--- src/rtl/pc_fetch_if.sv ---
// pc_fetch_if
//   Bundles the PC datapath, instruction-memory and decode handshake signals
//   of the fetch sequencer into one port.
//   master : the fetch controller (drives imem_req/imem_addr, instr/instr_valid,
//            pc_next/pc_we, fetch_err).
//   slave  : the surrounding datapath, memory and decode stage.
interface pc_fetch_if;
    logic [31:0] pc_atual;
    logic [31:0] pc_plus4;
    logic [31:0] pc_branch;
    logic        branch_taken;
    logic        jump;
    logic [31:0] jump_target;
    logic        stall;
    logic        imem_req;
    logic [31:0] imem_addr;
    logic        imem_ack;
    logic [31:0] imem_data;
    logic [31:0] instr;
    logic        instr_valid;
    logic        instr_ready;
    logic [31:0] pc_next;
    logic        pc_we;
    logic        fetch_err;

    modport master (
        input  pc_atual, pc_plus4, pc_branch, branch_taken, jump, jump_target,
               stall, imem_ack, imem_data, instr_ready,
        output imem_req, imem_addr, instr, instr_valid, pc_next, pc_we, fetch_err
    );

    modport slave (
        output pc_atual, pc_plus4, pc_branch, branch_taken, jump, jump_target,
               stall, imem_ack, imem_data, instr_ready,
        input  imem_req, imem_addr, instr, instr_valid, pc_next, pc_we, fetch_err
    );
endinterface

--- src/rtl/pc_fetch_ctrl.sv ---
// pc_fetch_ctrl
//   Fetch sequencer for the MIPS32 PC datapath. Chooses when the PC register
//   loads and with what (reset vector, PC+4, branch or jump target), runs the
//   req/ack handshake with instruction memory and hands fetched words to
//   decode over a valid/ready handshake.
//   Ports:
//     Clk  - clock, rising edge
//     Rst  - asynchronous active-low reset
//     bus  - pc_fetch_if.master: PC inputs, redirects, stall, imem req/ack,
//            instr/valid/ready, pc_next/pc_we, fetch_err
module pc_fetch_ctrl #(
    parameter logic [31:0] RESET_VECTOR = 32'h0000_0000,
    parameter int unsigned MAX_WAIT     = 15
) (
    input  logic      Clk,
    input  logic      Rst,
    pc_fetch_if.master bus
);
    localparam int unsigned CW = $clog2(MAX_WAIT + 1);

    typedef enum logic [1:0] {BOOT, FETCH, HOLD, ERR} state_t;

    state_t          state_q, state_d;
    logic [31:0]     instr_q, instr_d;
    logic [31:0]     redir_tgt_q, redir_tgt_d;
    logic            instr_valid_q, instr_valid_d;
    logic            fetch_err_q, fetch_err_d;
    logic            flush_pend_q, flush_pend_d;
    logic [CW-1:0]   wait_cnt_q, wait_cnt_d;

    logic            redir;
    logic [31:0]     redir_in;
    logic            req_raw;
    logic            pc_we_raw;
    logic [31:0]     pc_next_c;

    // Jump has priority over a branch arriving in the same cycle.
    assign redir    = bus.branch_taken | bus.jump;
    assign redir_in = bus.jump ? bus.jump_target : bus.pc_branch;

    always_ff @(posedge Clk or negedge Rst) begin
        if (!Rst) begin
            state_q       <= BOOT;
            instr_q       <= '0;
            redir_tgt_q   <= '0;
            instr_valid_q <= 1'b0;
            fetch_err_q   <= 1'b0;
            flush_pend_q  <= 1'b0;
            wait_cnt_q    <= '0;
        end else begin
            state_q       <= state_d;
            instr_q       <= instr_d;
            redir_tgt_q   <= redir_tgt_d;
            instr_valid_q <= instr_valid_d;
            fetch_err_q   <= fetch_err_d;
            flush_pend_q  <= flush_pend_d;
            wait_cnt_q    <= wait_cnt_d;
        end
    end

    always_comb begin
        state_d       = state_q;
        instr_d       = instr_q;
        redir_tgt_d   = redir_tgt_q;
        instr_valid_d = instr_valid_q;
        fetch_err_d   = fetch_err_q;
        flush_pend_d  = flush_pend_q;
        wait_cnt_d    = wait_cnt_q;
        req_raw       = 1'b0;
        pc_we_raw     = 1'b0;
        pc_next_c     = bus.pc_plus4;

        unique case (state_q)
            BOOT: begin
                pc_we_raw  = 1'b1;
                pc_next_c  = RESET_VECTOR;
                wait_cnt_d = '0;
                state_d    = FETCH;
            end
            FETCH: begin
                req_raw = 1'b1;
                if (bus.imem_ack) begin
                    wait_cnt_d = '0;
                    if (flush_pend_q || redir) begin
                        // Word fetched from the stale path: drop it and
                        // refetch from the newest target.
                        pc_we_raw    = 1'b1;
                        pc_next_c    = redir ? redir_in : redir_tgt_q;
                        flush_pend_d = 1'b0;
                    end else begin
                        instr_d       = bus.imem_data;
                        instr_valid_d = 1'b1;
                        state_d       = HOLD;
                    end
                end else begin
                    if (redir) begin
                        flush_pend_d = 1'b1;
                        redir_tgt_d  = redir_in;
                    end
                    if (wait_cnt_q == CW'(MAX_WAIT)) begin
                        fetch_err_d = 1'b1;
                        state_d     = ERR;
                    end else begin
                        wait_cnt_d = wait_cnt_q + CW'(1);
                    end
                end
            end
            HOLD: begin
                if (redir) begin
                    // A redirect wins over acceptance: the held word is on
                    // the wrong path.
                    instr_valid_d = 1'b0;
                    pc_we_raw     = 1'b1;
                    pc_next_c     = redir_in;
                    state_d       = FETCH;
                end else if (bus.instr_ready && !bus.stall) begin
                    instr_valid_d = 1'b0;
                    pc_we_raw     = 1'b1;
                    state_d       = FETCH;
                end
            end
            ERR: begin
                // Sticky until reset.
            end
        endcase
    end

    // Request and PC write are gated by reset so they drop the instant Rst
    // falls, independent of the registered state.
    assign bus.imem_req    = req_raw & Rst;
    assign bus.pc_we       = pc_we_raw & Rst;
    assign bus.pc_next     = pc_next_c;
    assign bus.imem_addr   = bus.pc_atual;
    assign bus.instr       = instr_q;
    assign bus.instr_valid = instr_valid_q;
    assign bus.fetch_err   = fetch_err_q;
endmodule
--- src/flat_wrapper.sv ---
// flat-port wrapper written by rule: the top's interface ports become plain ports
module pc_fetch_ctrl_flat 
#(
    parameter logic [31:0] RESET_VECTOR = 32'h0000_0000,
    parameter int unsigned MAX_WAIT     = 15
)
  (Clk, Rst, bus_pc_atual, bus_pc_plus4, bus_pc_branch, bus_branch_taken, bus_jump, bus_jump_target, bus_stall, bus_imem_ack, bus_imem_data, bus_instr_ready, bus_imem_req, bus_imem_addr, bus_instr, bus_instr_valid, bus_pc_next, bus_pc_we, bus_fetch_err);
  pc_fetch_if bus_i ();
  input  logic Clk;
  input  logic Rst;
  input wire logic [$bits(bus_i.pc_atual)-1:0] bus_pc_atual;
  input wire logic [$bits(bus_i.pc_plus4)-1:0] bus_pc_plus4;
  input wire logic [$bits(bus_i.pc_branch)-1:0] bus_pc_branch;
  input wire logic [$bits(bus_i.branch_taken)-1:0] bus_branch_taken;
  input wire logic [$bits(bus_i.jump)-1:0] bus_jump;
  input wire logic [$bits(bus_i.jump_target)-1:0] bus_jump_target;
  input wire logic [$bits(bus_i.stall)-1:0] bus_stall;
  input wire logic [$bits(bus_i.imem_ack)-1:0] bus_imem_ack;
  input wire logic [$bits(bus_i.imem_data)-1:0] bus_imem_data;
  input wire logic [$bits(bus_i.instr_ready)-1:0] bus_instr_ready;
  output wire logic [$bits(bus_i.imem_req)-1:0] bus_imem_req;
  output wire logic [$bits(bus_i.imem_addr)-1:0] bus_imem_addr;
  output wire logic [$bits(bus_i.instr)-1:0] bus_instr;
  output wire logic [$bits(bus_i.instr_valid)-1:0] bus_instr_valid;
  output wire logic [$bits(bus_i.pc_next)-1:0] bus_pc_next;
  output wire logic [$bits(bus_i.pc_we)-1:0] bus_pc_we;
  output wire logic [$bits(bus_i.fetch_err)-1:0] bus_fetch_err;
  assign bus_i.pc_atual = bus_pc_atual;
  assign bus_i.pc_plus4 = bus_pc_plus4;
  assign bus_i.pc_branch = bus_pc_branch;
  assign bus_i.branch_taken = bus_branch_taken;
  assign bus_i.jump = bus_jump;
  assign bus_i.jump_target = bus_jump_target;
  assign bus_i.stall = bus_stall;
  assign bus_i.imem_ack = bus_imem_ack;
  assign bus_i.imem_data = bus_imem_data;
  assign bus_i.instr_ready = bus_instr_ready;
  assign bus_imem_req = bus_i.imem_req;
  assign bus_imem_addr = bus_i.imem_addr;
  assign bus_instr = bus_i.instr;
  assign bus_instr_valid = bus_i.instr_valid;
  assign bus_pc_next = bus_i.pc_next;
  assign bus_pc_we = bus_i.pc_we;
  assign bus_fetch_err = bus_i.fetch_err;
  pc_fetch_ctrl #(.RESET_VECTOR(RESET_VECTOR), .MAX_WAIT(MAX_WAIT)) u_core (.Clk(Clk), .Rst(Rst), .bus(bus_i));
endmodule
--- config.mk ---
export PLATFORM = sky130hd
export DESIGN_NAME = pc_fetch_ctrl_flat
export DESIGN_NICKNAME = d
export VERILOG_FILES = /design/src/rtl/pc_fetch_if.sv /design/src/rtl/pc_fetch_ctrl.sv /design/src/flat_wrapper.sv
export SDC_FILE = /design/constraint.sdc
export NUM_CORES = 1
export LEC_CHECK = 0
export ABC_AREA = 1
export BUFFER_PORTS_ARGS = -buffer_cell sky130_fd_sc_hd__buf_2
export CAP_MARGIN = 25
export CORE_MARGIN = 3
export CORE_UTILIZATION = 50
export CTS_BUF_LIST = sky130_fd_sc_hd__clkbuf_4 sky130_fd_sc_hd__clkbuf_8 sky130_fd_sc_hd__clkbuf_16
export DETAILED_ROUTE_END_ITERATION = 10
export PLACE_DENSITY = 0.84
export SLEW_MARGIN = 5
export SYNTH_ARGS = -nofsm -noshare
export SYNTH_HDL_FRONTEND = slang
export SYNTH_SLANG_ARGS = --single-unit
--- constraint.sdc ---
create_clock -name Clk -period 3.8 [get_ports Clk]
set_clock_uncertainty 0.05 [all_clocks]
set_input_delay 0.19 -clock Clk [delete_from_list [all_inputs] [get_ports Clk]]
set_output_delay 0.19 -clock Clk [all_outputs]
set_load 0.05 [all_outputs]
==> results.cfg, run 1 <==
[global_routing]
grt_max_degree = 75
grt_pass1_wl_um = 25700
grt_pass1_vias = 5474
overflow = 0
grt_usage_pct = 27.6
antenna_found_initial = 1

[die]
die_area_um2 = 11500
rows = 36
die_y_um = 107
die_x_um = 107
top_level_ports = 267
start_util_pct = 51.8
core_area_um2 = 9860

[synthesis]
ys_ff_latch = 73
synth_area_um2 = 5110
postSynthCellCount = 838
syn-num-nets = 1006
synth-seq-area-share_pct = 35.7
yosys_warnings = 0
ys_types = 22
syn_avg_cell_area_um2 = 6.10

[power]
p_per_area_nw_per_um2 = 684
irDropWorstVdd_mv = 0.663
p_leak_nw = 3.93

[timing]
max_freq_mhz = 392
setup_violations = 0
tightest_slew_ns = 0.977
max_slew_margin_pct = 34.4
rsz0062_at_grt = false
finalCritPeriodShare_pct = 67.1
fin_crit_ns = 2.55
holdWs_ns = 0.0825
hold_viol_final = 0
slew_violations = 0
setup_tns_ns = 0

[setup_path]
critPathKind = input pin to output port
path_max_fanout = 34
required_ns = 3.56
critPathCaptureType = output port
arrival_ns = 2.31
critPathLaunchType = input pin

[clocking]
post_cts_buffers = 0
ctsRootBufferMaster = clkbuf_8
insertion_delay_ns = 0.35
h-tree-depth = 3
clk_pin_slew_ns = 0.08
cts_buffers = 9
clockBufferDepth = 2
clock-sinks = 73
cts_tree = yes

[detailed_routing]
wirelength_um = 15900
drt-initial-drc-count = 397
via_per_inst = 5.07
firstDrtPassIters = 7
wl_per_cell_um = 13.7
ant_nets = 0
drc = 0
num_vias = 5865

[outcome]
status = completed

[final_layout]
drive_above_1_share_pct = 23.4
num-nets-final = 1186
num-fill-cells = 913
syn_to_final_growth_pct = 26.6

[place]
io_buffers = 202
dp_hpwl_um = 10100
gp_congestion = 0.854

[job]
drv_cap = 0

[worst_hold_path]
hold_path_class = input pin to register
-- worst max-delay path, cell delays in order --
cell and delay [ns]:
buf_2 0.55, inv_1 0.13, nand2_1 0.34, buf_4 0.38
nand3_1 0.18, nand2_1 0.09, nand2_1 0.05, nand3_1 0.10
buf_2 0.27
-- power by group --
part	internal (W)	total [W]	leakage (nW)	switching, W
Clock	0.000375	0.000679	0.106	0.000304
Combinational	0.000593	0.00244	2.89	0.00185
Sequential	0.00111	0.00130	0.930	0.000186
Total	0.00208	0.00442	3.93	0.00234
-- layout make-up --
cell class,instances,area [µm²],area share [%]
Timing Repair Buffer,243,1400,21.7
Clock buffer,9,124,1.91
Sequential cell,73,1830,28.2
Multi-Input combinational cell,613,2550,39.5
Antenna cell,1,2.50,0.0387
Tap cell,133,166,2.57
Inverter,78,293,4.52
Clock inverter,7,101,1.57
-- cell families after synthesis --
logic type      count (synthesis)  synth area share (%)
compound gates                 53                  5.21
flops                          73                  35.7
fa+ha+maj                       1                 0.245
buf+inv                       152                  14.4
simple gates                  559                  44.4
-- metal layers --
layer | wire (µm) | GRT usage (%) | vias to the layer above
met3 | 1160 | 5.18 | 54
met1 | 6320 | 33.9 | 2641
met5 | 0 | 0 | -
li1 | - | - | 2900
met4 | 555 | 12.3 | 0
met2 | 7840 | 47.0 | 270
-- placed cells by master, fill, tap and decap left out, types with 3 or more instances in the layout --
cell,synthesis,final
dlygate4sd3_1,0,33
buf_4,37,9
clkbuf_8,0,9
nor2_1,6,5
buf_2,22,201
dfrtp_1,73,73
a21oi_1,8,7
nand2_1,446,446
nand3_1,97,97
o21ai_0,44,44
inv_1,74,74
inv_2,3,3
nand2_2,3,3
-- synthesized netlist by cell type (all sizes together) --
| cell | instances | area share, % |
|---|---|---|
| nor2 | 8 | 0.95 |
| nor3 | 1 | 0.32 |
| dfrtp | 73 | 36 |
| nand3 | 97 | 9.5 |
| nand4 | 1 | 0.12 |
| o21ai | 44 | 4.3 |
| ha | 1 | 0.24 |
| clkbuf | 10 | 0.73 |
| inv | 77 | 5.7 |
| a21oi | 8 | 0.78 |
| a31oi | 1 | 0.12 |
| clkinv | 1 | 0.073 |
| or2 | 2 | 0.24 |
| and3 | 1 | 0.12 |
| nand2 | 449 | 33 |
| buf | 64 | 8.0 |
-- flip-flops by register name, indices dropped and copies added, names as in the netlist --
signal,count
u_core.state_q,2
u_core.bus.instr_valid,1
u_core.wait_cnt_q,4
u_core.bus.instr,32
u_core.redir_tgt_q,32
u_core.bus.fetch_err,1
u_core.flush_pend_q,1
-- worst paths after layout --
kind	start	to	slack, ns	cells after the start
setup / recovery	bus_jump	bus_pc_next[27]	1.25	9
hold / removal	bus_imem_ack	u_core.wait_cnt_q[3]	0.08	4
setup reg to reg	u_core.state_q[1]	u_core.bus.instr[1]	1.77	7
hold reg to reg	u_core.bus.instr[15]	u_core.bus.instr[15]	0.42	2
max in group asynchronous	Rst	u_core.redir_tgt_q[6]	2.60	2
min in group asynchronous	Rst	u_core.bus.instr[12]	0.50	2
-- through the flow --
step	power, W	cells	area (µm²)	utilization (%)	setup slack [ns]
global route	0.00470	1157	6470	65.6	1.05
detailed placement	0.00370	1107	5910	59.9	1.29
finish	0.00442	1157	6470	65.6	1.25
floorplan	0.00319	838	5110	-	1.66
CTS	0.00441	1156	6470	65.6	1.28
global placement	0.00367	1107	5910	59.9	1.33
-- repair_timing --
item | CTS | global route
resized for setup | 0 | 0
setup endpoints to repair | 0 | 0
endpoints found under the hold margin | 105 | 0
hold buffers | 33 | 0
(Power assumes the default switching activity.)
==> inputs of run 2 (changes only) <==
- CORE_UTILIZATION: 50 -> 46
- PLACE_DENSITY: 0.84 -> 0.78
- clock period: 3.8 -> 2.5 ns (I/O delays scaled with it)
==> results.cfg, run 2 (synthesis gave the netlist of run 1 again) <==
[power]
finalPower_w = 0.00666
p_leak_nw = 3.97
p_per_area_nw_per_um2 = 1020
irDropWorstVdd_mv = 0.676

[final_layout]
mostFrequentLayoutCells = 446 x nand2_1, 201 x buf_2, 97 x nand3_1
final_core_util_pct = 61.9
fin_area_um2 = 6530
syn_to_final_growth_pct = 27.8
layout_commonest_cell = nand2_1
diodes = 0
num-nets-final = 1193
drive_above_1_share_pct = 23.9

[outcome]
status = completed

[setup_path]
crit_slowest_cell = dfrtp_1
slowest_delay_ns = 0.43
path_cells = inv_2 -> nand2_2 -> nor2_2 -> nand2_4 -> a21oi_1 -> buf_2
critPathLaunchType = register
arrival_ns = 2.10
path_max_fanout = 28
required_ns = 2.33
critPathCaptureType = output port
critPathKind = register to output port

[die]
rows = 37
die_x_um = 111
core_area_um2 = 10600
die_area_um2 = 12400
top_level_ports = 267
die_y_um = 111
start_util_pct = 48.4

[global_routing]
antenna_found_initial = 0
grt_max_degree = 54
overflow = 0
grt_usage_pct = 25.3
grt_pass1_vias = 5493
grt_pass1_wl_um = 26400

[worst_hold_path]
hold_path_class = input pin to register

[timing]
finalCritPeriodShare_pct = 91.1
setup_tns_ns = 0
setup_violations = 0
tightest_slew_ns = 0.701
holdWs_ns = 0.0440
max_freq_mhz = 439
rsz0062_at_grt = false
hold_viol_final = 0
fin_crit_ns = 2.28
max_slew_margin_pct = 52.8
slew_violations = 0

[clocking]
cts_buffers = 9
post_cts_buffers = 0
clk_pin_slew_ns = 0.08
ctsRootBufferMaster = clkbuf_8
h-tree-depth = 3
cts_tree = yes
clockBufferDepth = 2
clock-sinks = 73
insertion_delay_ns = 0.33

[place]
io_buffers = 202
dp_hpwl_um = 10500
placed_area_um2 = 5980
gp_congestion = 0.840

[detailed_routing]
drt-initial-drc-count = 442
drc = 0
via_per_inst = 4.90
wl_per_cell_um = 13.3
firstDrtPassIters = 5
num_vias = 5709
ant_nets = 0
wirelength_um = 15500

[job]
drv_cap = 0
run 2: cell type report:
cell class,count,area [µm²]
well taps,136,170
flip-flops and latches,73,1830
clock buffers,10,138
fillers,1005,4030
multi-input cells,613,2560
inverters,78,295
clock inverters,6,72.6
repair buffers,250,1470
run 2: metrics by stage:
step	cells	setup WS (ns)
2_1_floorplan	838	0.428
3_5_place_dp	1117	0.453
3_3_place_gp	1117	0.473
5_1_grt	1166	0.0962
6_report	1166	0.223
4_1_cts	1166	0.0707
run 2: worst max-delay path, delay by kind of cell (launching register included):
family / cells / cell delay [ns]
simple gates: 3 / 0.65
compound gates: 1 / 0.27
buf+inv: 2 / 0.42
flops: 1 / 0.43
run 2: report_power, final:
group | internal [W] | switching [W] | total [W]
clock | 0.000501 | 0.000465 | 0.000966
sequential | 0.00169 | 0.000279 | 0.00197
combinational | 0.000923 | 0.00280 | 0.00373
total | 0.00312 | 0.00355 | 0.00666
run 2: worst paths after layout:
| check | from | endpoint | slack, ns | cells past startpoint |
|---|---|---|---|---|
| min in group asynchronous | Rst | u_core.bus.instr[25] | 0.16 | 2 |
| worst max register to register | u_core.state_q[1] | u_core.bus.instr[24] | 0.78 | 6 |
| worst max-delay path | u_core.state_q[1] | bus_pc_we | 0.22 | 6 |
| worst min-delay path | bus_imem_ack | u_core.wait_cnt_q[3] | 0.04 | 4 |
| max in group asynchronous | Rst | u_core.wait_cnt_q[3] | 1.25 | 3 |
| worst min register to register | u_core.bus.instr[17] | u_core.bus.instr[17] | 0.42 | 2 |
run 2: metal layers:
layer	global-route usage (%)	share of wire, %	vias to the layer above	wire, µm
met5	0	0	-	0
met4	9.41	2.7	0	421
met3	3.15	5.4	43	834
met2	42.8	49	199	7540
met1	33.3	43	2557	6710
li1	-	-	2910	-
run 2: what timing repair did:
| action | in CTS | in global routing |
|---|---|---|
| setup endpoints to repair | 0 | 25 |
| endpoints found under the hold margin | 52 | 0 |
| hold buffers | 33 | 0 |
| resized for setup | 0 | 3 |
